`src/rtl/wb_stage_pkg.sv`:
```
// wb_stage_pkg: shared datapath width and load funct3 encodings for the write-back stage
package wb_stage_pkg;
    localparam int XLEN = 64;
    localparam logic [2:0] F3_LB  = 3'b000;
    localparam logic [2:0] F3_LH  = 3'b001;
    localparam logic [2:0] F3_LW  = 3'b010;
    localparam logic [2:0] F3_LD  = 3'b011;
    localparam logic [2:0] F3_LBU = 3'b100;
    localparam logic [2:0] F3_LHU = 3'b101;
    localparam logic [2:0] F3_LWU = 3'b110;
endpackage

```
`src/rtl/wb_load_ext.sv`:
```
// wb_load_ext: selects the addressed byte/half/word of a loaded doubleword and extends it
module wb_load_ext #(
    parameter int XLEN = wb_stage_pkg::XLEN
) (
    input  logic [2:0]      i_funct3,
    input  logic [2:0]      i_off,
    input  logic [XLEN-1:0] i_rdata,
    output logic [XLEN-1:0] o_res
);
    import wb_stage_pkg::*;

    logic [7:0]  b;
    logic [15:0] h;
    logic [31:0] w;

    // offset bits below the access size are dropped by the lane selects
    always_comb begin
        b = i_rdata[{i_off, 3'b000} +: 8];
        h = i_rdata[{i_off[2:1], 4'b0000} +: 16];
        w = i_rdata[{i_off[2], 5'b00000} +: 32];
        case (i_funct3)
            F3_LB:   o_res = {{(XLEN-8){b[7]}}, b};
            F3_LBU:  o_res = XLEN'(b);
            F3_LH:   o_res = {{(XLEN-16){h[15]}}, h};
            F3_LHU:  o_res = XLEN'(h);
            F3_LW:   o_res = {{(XLEN-32){w[31]}}, w};
            F3_LWU:  o_res = XLEN'(w);
            F3_LD:   o_res = i_rdata;
            default: o_res = '0;
        endcase
    end
endmodule

```
`src/rtl/wb_stage.sv`:
```
// wb_stage: RV64 write-back stage; optional difftest commit ports under WB_COMMIT_TRACE_EN
module wb_stage #(
    parameter int XLEN      = wb_stage_pkg::XLEN,
    parameter int INSTRET_W = 64
) (
    input  logic                 clk,
    input  logic                 rst_n,
    input  logic                 i_valid,
    output logic                 o_ready,
    input  logic [XLEN-1:0]      i_pc,
    input  logic [31:0]          i_inst,
    input  logic                 i_rd_wen,
    input  logic [4:0]           i_rd_addr,
    input  logic [XLEN-1:0]      i_alu_res,
    input  logic                 i_is_load,
    input  logic [2:0]           i_load_funct3,
    input  logic [XLEN-1:0]      i_mem_rdata,
    input  logic                 i_stall,
    output logic                 o_wen,
    output logic [4:0]           o_waddr,
    output logic [XLEN-1:0]      o_wdata,
    output logic [INSTRET_W-1:0] o_instret
`ifdef WB_COMMIT_TRACE_EN
    ,
    output logic                 o_commit_valid,
    output logic [XLEN-1:0]      o_commit_pc,
    output logic [31:0]          o_commit_inst,
    output logic                 o_commit_wen
`endif
);
    import wb_stage_pkg::*;

    logic                 valid_q, valid_d, rd_wen_q, rd_wen_d, is_load_q, is_load_d;
    logic [4:0]           rd_q, rd_d;
    logic [2:0]           funct3_q, funct3_d;
    logic [XLEN-1:0]      alu_res_q, alu_res_d, rdata_q, rdata_d, ext_res, result;
    logic [INSTRET_W-1:0] instret_q, instret_d;
    logic                 accept, retire;

    wb_load_ext #(.XLEN(XLEN)) u_load_ext (
        .i_funct3(funct3_q),
        .i_off   (alu_res_q[2:0]),
        .i_rdata (rdata_q),
        .o_res   (ext_res)
    );

    // handshake: a retiring entry frees the slot in the same cycle a new one is accepted
    always_comb begin
        o_ready   = ~valid_q | ~i_stall;
        accept    = i_valid & o_ready;
        retire    = valid_q & ~i_stall;
        valid_d   = accept | (valid_q & ~retire);
        rd_wen_d  = accept ? i_rd_wen      : rd_wen_q;
        rd_d      = accept ? i_rd_addr     : rd_q;
        alu_res_d = accept ? i_alu_res     : alu_res_q;
        is_load_d = accept ? i_is_load     : is_load_q;
        funct3_d  = accept ? i_load_funct3 : funct3_q;
        rdata_d   = accept ? i_mem_rdata   : rdata_q;
        instret_d = instret_q + INSTRET_W'(retire);
    end

    // register-file port; wen only on the retiring cycle so a stall yields one pulse
    always_comb begin
        result    = is_load_q ? ext_res : alu_res_q;
        o_wen     = retire & rd_wen_q & (rd_q != 5'd0);
        o_waddr   = valid_q ? rd_q : 5'd0;
        o_wdata   = valid_q ? result : '0;
        o_instret = instret_q;
    end

    // pipeline register and retire counter
    always_ff @(posedge clk or negedge rst_n) begin
        if (!rst_n) begin
            valid_q   <= 1'b0;
            rd_wen_q  <= 1'b0;
            rd_q      <= '0;
            alu_res_q <= '0;
            is_load_q <= 1'b0;
            funct3_q  <= '0;
            rdata_q   <= '0;
            instret_q <= '0;
        end else begin
            valid_q   <= valid_d;
            rd_wen_q  <= rd_wen_d;
            rd_q      <= rd_d;
            alu_res_q <= alu_res_d;
            is_load_q <= is_load_d;
            funct3_q  <= funct3_d;
            rdata_q   <= rdata_d;
            instret_q <= instret_d;
        end
    end

`ifdef WB_COMMIT_TRACE_EN
    logic [XLEN-1:0] pc_q, pc_d;
    logic [31:0]     inst_q, inst_d;

    // commit trace mirrors the retire and write-enable of the held instruction
    always_comb begin
        pc_d           = accept ? i_pc : pc_q;
        inst_d         = accept ? i_inst : inst_q;
        o_commit_valid = retire;
        o_commit_pc    = valid_q ? pc_q : '0;
        o_commit_inst  = valid_q ? inst_q : '0;
        o_commit_wen   = o_wen;
    end

    // trace payload registers
    always_ff @(posedge clk or negedge rst_n) begin
        if (!rst_n) begin
            pc_q   <= '0;
            inst_q <= '0;
        end else begin
            pc_q   <= pc_d;
            inst_q <= inst_d;
        end
    end
`else
    logic unused_trace;
    assign unused_trace = ^{i_pc, i_inst};
`endif
endmodule

```
`config.mk`:
```
export PLATFORM = sky130hd
export DESIGN_NAME = wb_stage
export DESIGN_NICKNAME = d
export VERILOG_FILES = /design/src/rtl/wb_stage_pkg.sv /design/src/rtl/wb_load_ext.sv /design/src/rtl/wb_stage.sv
export SDC_FILE = /design/constraint.sdc
export NUM_CORES = 1
export LEC_CHECK = 0
export ABC_AREA = 1
export BUFFER_PORTS_ARGS = -buffer_cell sky130_fd_sc_hd__buf_4
export CORE_ASPECT_RATIO = 1.5
export CORE_UTILIZATION = 35
export DETAILED_ROUTE_END_ITERATION = 10
export HOLD_SLACK_MARGIN = 0.15
export PLACE_DENSITY = 0.66
export RECOVER_POWER = 25
export SYNTH_ARGS = -nofsm -noshare
export SYNTH_HDL_FRONTEND = slang
export SYNTH_SLANG_ARGS = --single-unit
```
`constraint.sdc`:
```
create_clock -name clk -period 2.9 [get_ports clk]
set_input_delay 0.29 -clock clk [delete_from_list [all_inputs] [get_ports clk]]
set_output_delay 0.29 -clock clk [all_outputs]
set_load 0.01 [all_outputs]
```
==> flow_results.org <==
** Outcome
- Result of the run :: finished with violations
- The checks that failed: capacitance limit, slew limit.

** Floorplan
- Number of primary I/O pins :: 373
- Die footprint :: 34000 µm²
- Effective utilization at floorplan :: 35.6%
- From left edge to right edge, the die measures 151 µm.
- Standard-cell rows :: 81
- The floorplan step defined a core boundary enclosing 32700 µm².
- Die height :: 225 µm

** Final layout
- Layout area overhead :: 40.1%
- Fill cells in the final layout number between 3000 and 4000.
- Layout net count :: approximately 2100
- The post-route netlist has between 20% and 30% of its cells at a drive strength greater than 1.
- Final cell count without fillers :: between 2000 and 2500

** Placed design
- In this run the tool buffered the top-level ports with between 200 and 300 buffer cells.
- Cell count after placement :: 2130
- The congestion estimate from routability-driven global placement came to approximately 0.97.
- Summed over all nets, the half-perimeter wirelength after detailed placement is between 30000 and 40000 µm.

** Drt
- Avg Vias per Cell :: ~5.1
- Final ANT Viol Nets :: 0
- Across all layers, the routed design uses between 10000 and 15000 vias.
- Summed over all layers, the routed wires come to between 40000 and 50000 µm.
- In the routed design, unresolved DRC markers number 0.
- Post-DR wirelength/cell :: 19.7 µm
- Violation count after the first detailed-route iteration :: around 660
- Number of iterations in the first detailed-routing pass :: 5

** Timing
- At the pin with the least slew margin, the transition time is 1.86 ns.
- Setup violations remaining at the end of the flow were counted as 0.
- After layout, the worst path uses approximately 95% of the clock period.
- Peak Freq :: roughly 0.36 GHz
- Number of max-slew violations in the final report :: between 60 and 70
- Setup repair after global routing missed its margin :: false
- Worst slew margin :: -24.1%
- The hold violation count in the final report was 0.
- After layout, the minimum clock period comes to roughly 2.7 ns.
- Worst setup skew after layout :: between 0.005 and 0.006 ns
- Post-Route Setup TNS :: 0 ns

** Global routing
- Antenna violations before repair :: 1
- Wire length of the first global-routing pass :: 67000 µm
- Overall Global Routing Usage :: 26.3%
- Maximum number of pins on one net before global-route repair :: 74
- The number of global-route vias before repair came to roughly 12000.
- Remaining Overflow, GRT :: 0

** CTS
- Clk_lat worst skew :: about 0.52 ns
- Buffers inserted during clock tree synthesis total 22.
- Count of clock tree sinks :: roughly 200
- CTS placed an instance of sky130_fd_sc_hd__clkbuf_16 at the clock tree root.
- Clock-pin slew was measured on the worst setup and hold paths at ~0.060 ns.
- TritonCTS built the clock tree.
- Number of levels in the clock H-tree :: 1
- Counting along the longest clock path gives a buffer depth of 3.

** Run
- Reported max-cap violation count :: 1

** Setup path
- STA classifies the critical path endpoint as a primary output.
- The setup check on the worst reg-to-reg path leaves a slack of between 0.3 and 0.4 ns.
- Cell chain of the critical path :: buf_12 > nand2_1 > nand3_1 > nand3_1 > nand3_2 > buf_4 > nand3_1 > nand2_1 > a21oi_1 > buf_4
- For this run, the slowest stage of the critical path takes about 0.44 ns.
- Worst Setup Start Kind :: register
- Top fanout value on the critical path :: 39
- The startpoint identified for the worst register-to-register timing path is valid_q.
- Source of the critical timing path :: alu_res_q[0]
- Required time worst endpoint :: between 2 and 3 ns
- Arrival time at the worst endpoint :: approximately 2.5 ns
- Cell type with the highest occurrence count on the critical path :: sky130_fd_sc_hd__nand3_1
- The number of cells on the worst reg-to-reg path is 10.
- Following the worst setup path forward leads to its endpoint at o_wdata[14].
- Slowest cell on the critical path :: sky130_fd_sc_hd__dfrtp_1
- Worst flop-to-flop path endpoint :: o_instret[42]
- Category of the critical setup timing path :: reg2out

** Logic synthesis
- Of the synthesized area, sequential elements account for 43.6%.
- Number of different library cells in the post-synthesis netlist :: 33
- Total number of yosys warnings :: 0
- Post-Syn Nets :: around 1700
- Mapped cell area :: 11700 µm²
- Among all flip-flop cells after synthesis, the most frequent one is sky130_fd_sc_hd__dfrtp_1.
- Post-synth EDFFs :: 0
- After synthesis, the share of flip-flops with an asynchronous set or reset is between 90% and 100%.
- Synthesis handed over a netlist of roughly 1500 instances.
- Synthesis inferred a little over 200 register bits.
- Synthesized area per cell :: about 7.8 µm²

** Pwr
- The design draws roughly 0.0090 W.
- For this design the ratio of total power to cell area is approximately 550 nW/µm².
- Largest voltage drop on the vdd net :: between 300 and 400 µV
- Summed over all cells, the static leakage comes to approximately 7.8 nW.

** Hold path
- The min-delay analysis places its worst path in the category in2reg.
- The worst hold path was traced through 5 stages.
==> cells by family (layout without fill, tap and decap cells) <==
logic type                 count (synthesis)  count (layout)  share of synthesized area [%]
muxes                                     95              95                           9.18
and+or+nand+nor                          691             691                           24.7
DFF                                      203             203                           43.6
xor gates and xnor gates                  54              54                           4.06
adders and majority gates                  2               2                          0.215
AOI/OAI and AO/OA                        237             237                           10.6
other                                      0               1                              0
buffers and inverters                    203             612                           7.62
==> worst min-delay path by stage <==
stage	from	to	slack, ns
6_report	i_valid	rdata_q[55]	0.32
5_1_grt	i_valid	rdata_q[55]	0.35
4_1_cts	i_valid	rdata_q[55]	0.32
3_5_place_dp	rst_n	alu_res_q[27]	0.34
3_3_place_gp	rst_n	alu_res_q[27]	0.35
2_1_floorplan	rst_n	alu_res_q[0]	-0.006
==> flip-flops by register name, indices dropped and copies added, names as in the netlist <==
| signal | count |
|---|---|
| o_instret | 64 |
| valid_q | 1 |
| rdata_q | 64 |
| funct3_q | 3 |
| rd_q | 5 |
| alu_res_q | 64 |
| rd_wen_q | 1 |
| is_load_q | 1 |
==> critical path, delay by kind of cell, from the launching register on <==
family	cells	cell delay [ns]
DFF	1	0.44
AOI/OAI and AO/OA	1	0.07
buffers and inverters	3	0.69
and+or+nand+nor	6	0.72
==> power breakdown <==
group | switching, W | internal, W
clock network | 0.00122 | 0.00166
logic | 0.00145 | 0.00117
registers | 0.000308 | 0.00316
==> final cells by class <==
| type | instances | area [µm²] | area share, % |
|---|---|---|---|
| Clock buffer | 30 | 652 | 3.99 |
| Sequential cell | 203 | 5080 | 31.1 |
| Tap cell | 415 | 519 | 3.18 |
| Timing Repair Buffer | 451 | 3820 | 23.4 |
| Antenna cell | 1 | 2.50 | 0.0153 |
| Inverter | 123 | 468 | 2.87 |
| Clock inverter | 8 | 75.1 | 0.460 |
| Multi-Input combinational cell | 1079 | 5700 | 34.9 |
==> timing repair <==
| item | 4_1_cts | 5_1_grt |
|---|---|---|
| endpoints found under the hold margin | 203 | 0 |
| setup buffers | 0 | 1 |
| endpoints found under the setup margin | 1 | 52 |
| resized for setup | 1 | 9 |
| hold buffers | 140 | 0 |
==> placed cells by master, fill, tap and decap left out, types with 9 or more instances in the layout <==
cell and instances:
sky130_fd_sc_hd__mux2_2 95, sky130_fd_sc_hd__nand2_1 356, sky130_fd_sc_hd__nand4_1 9, sky130_fd_sc_hd__o21ai_0 57, sky130_fd_sc_hd__clkbuf_16 23, sky130_fd_sc_hd__xnor2_1 20
sky130_fd_sc_hd__dfrtp_1 202, sky130_fd_sc_hd__dlygate4sd3_1 140, sky130_fd_sc_hd__inv_1 118, sky130_fd_sc_hd__o211ai_1 13, sky130_fd_sc_hd__nand3_1 122, sky130_fd_sc_hd__nor2_1 152
sky130_fd_sc_hd__buf_4 300, sky130_fd_sc_hd__a21oi_1 156, sky130_fd_sc_hd__nor3_1 34, sky130_fd_sc_hd__xor2_1 34
==> metrics by stage <==
| stage | utilization [%] | setup WS (ns) | instance area (µm²) | hold slack [ns] |
|---|---|---|---|---|
| final | 49.9 | 0.156 | 16300 | 0.324 |
| after global routing | 49.9 | 0.0137 | 16300 | 0.352 |
| after CTS | 49.8 | 0.0350 | 16300 | 0.320 |
| after detailed placement | 43.3 | 0.379 | 14200 | 0.344 |
| after global placement | 43.3 | 0.424 | 14200 | 0.349 |
| after floorplan | - | 0.923 | 11700 | -0.00559 |
==> cells in the mapped netlist, drive strengths merged, types with 3 or more instances <==
library cell / count / area [µm²]
xor2: 34 / 298
o21ai: 58 / 290
nand2: 359 / 1350
clkbuf: 25 / 93.8
nand3: 126 / 646
nand4: 9 / 56.3
o22ai: 6 / 37.5
a21oi: 156 / 781
nor3: 35 / 180
mux2: 95 / 1070
dfrtp: 203 / 5080
inv: 123 / 462
xnor2: 20 / 175
o211ai: 13 / 97.6
a22oi: 3 / 22.5
nor2: 155 / 599
buf: 55 / 333
==> per-layer routing <==
layer	share of wire, %	routed length, µm	global-route usage (%)	vias to the layer above
met3	4.5	2050	3.00	111
met5	0	0	0	-
met2	53	24300	50.0	419
li1	-	-	-	5670
met4	6.3	2870	16.2	0
met1	36	16200	26.8	5621
(Power assumes the default switching activity.)
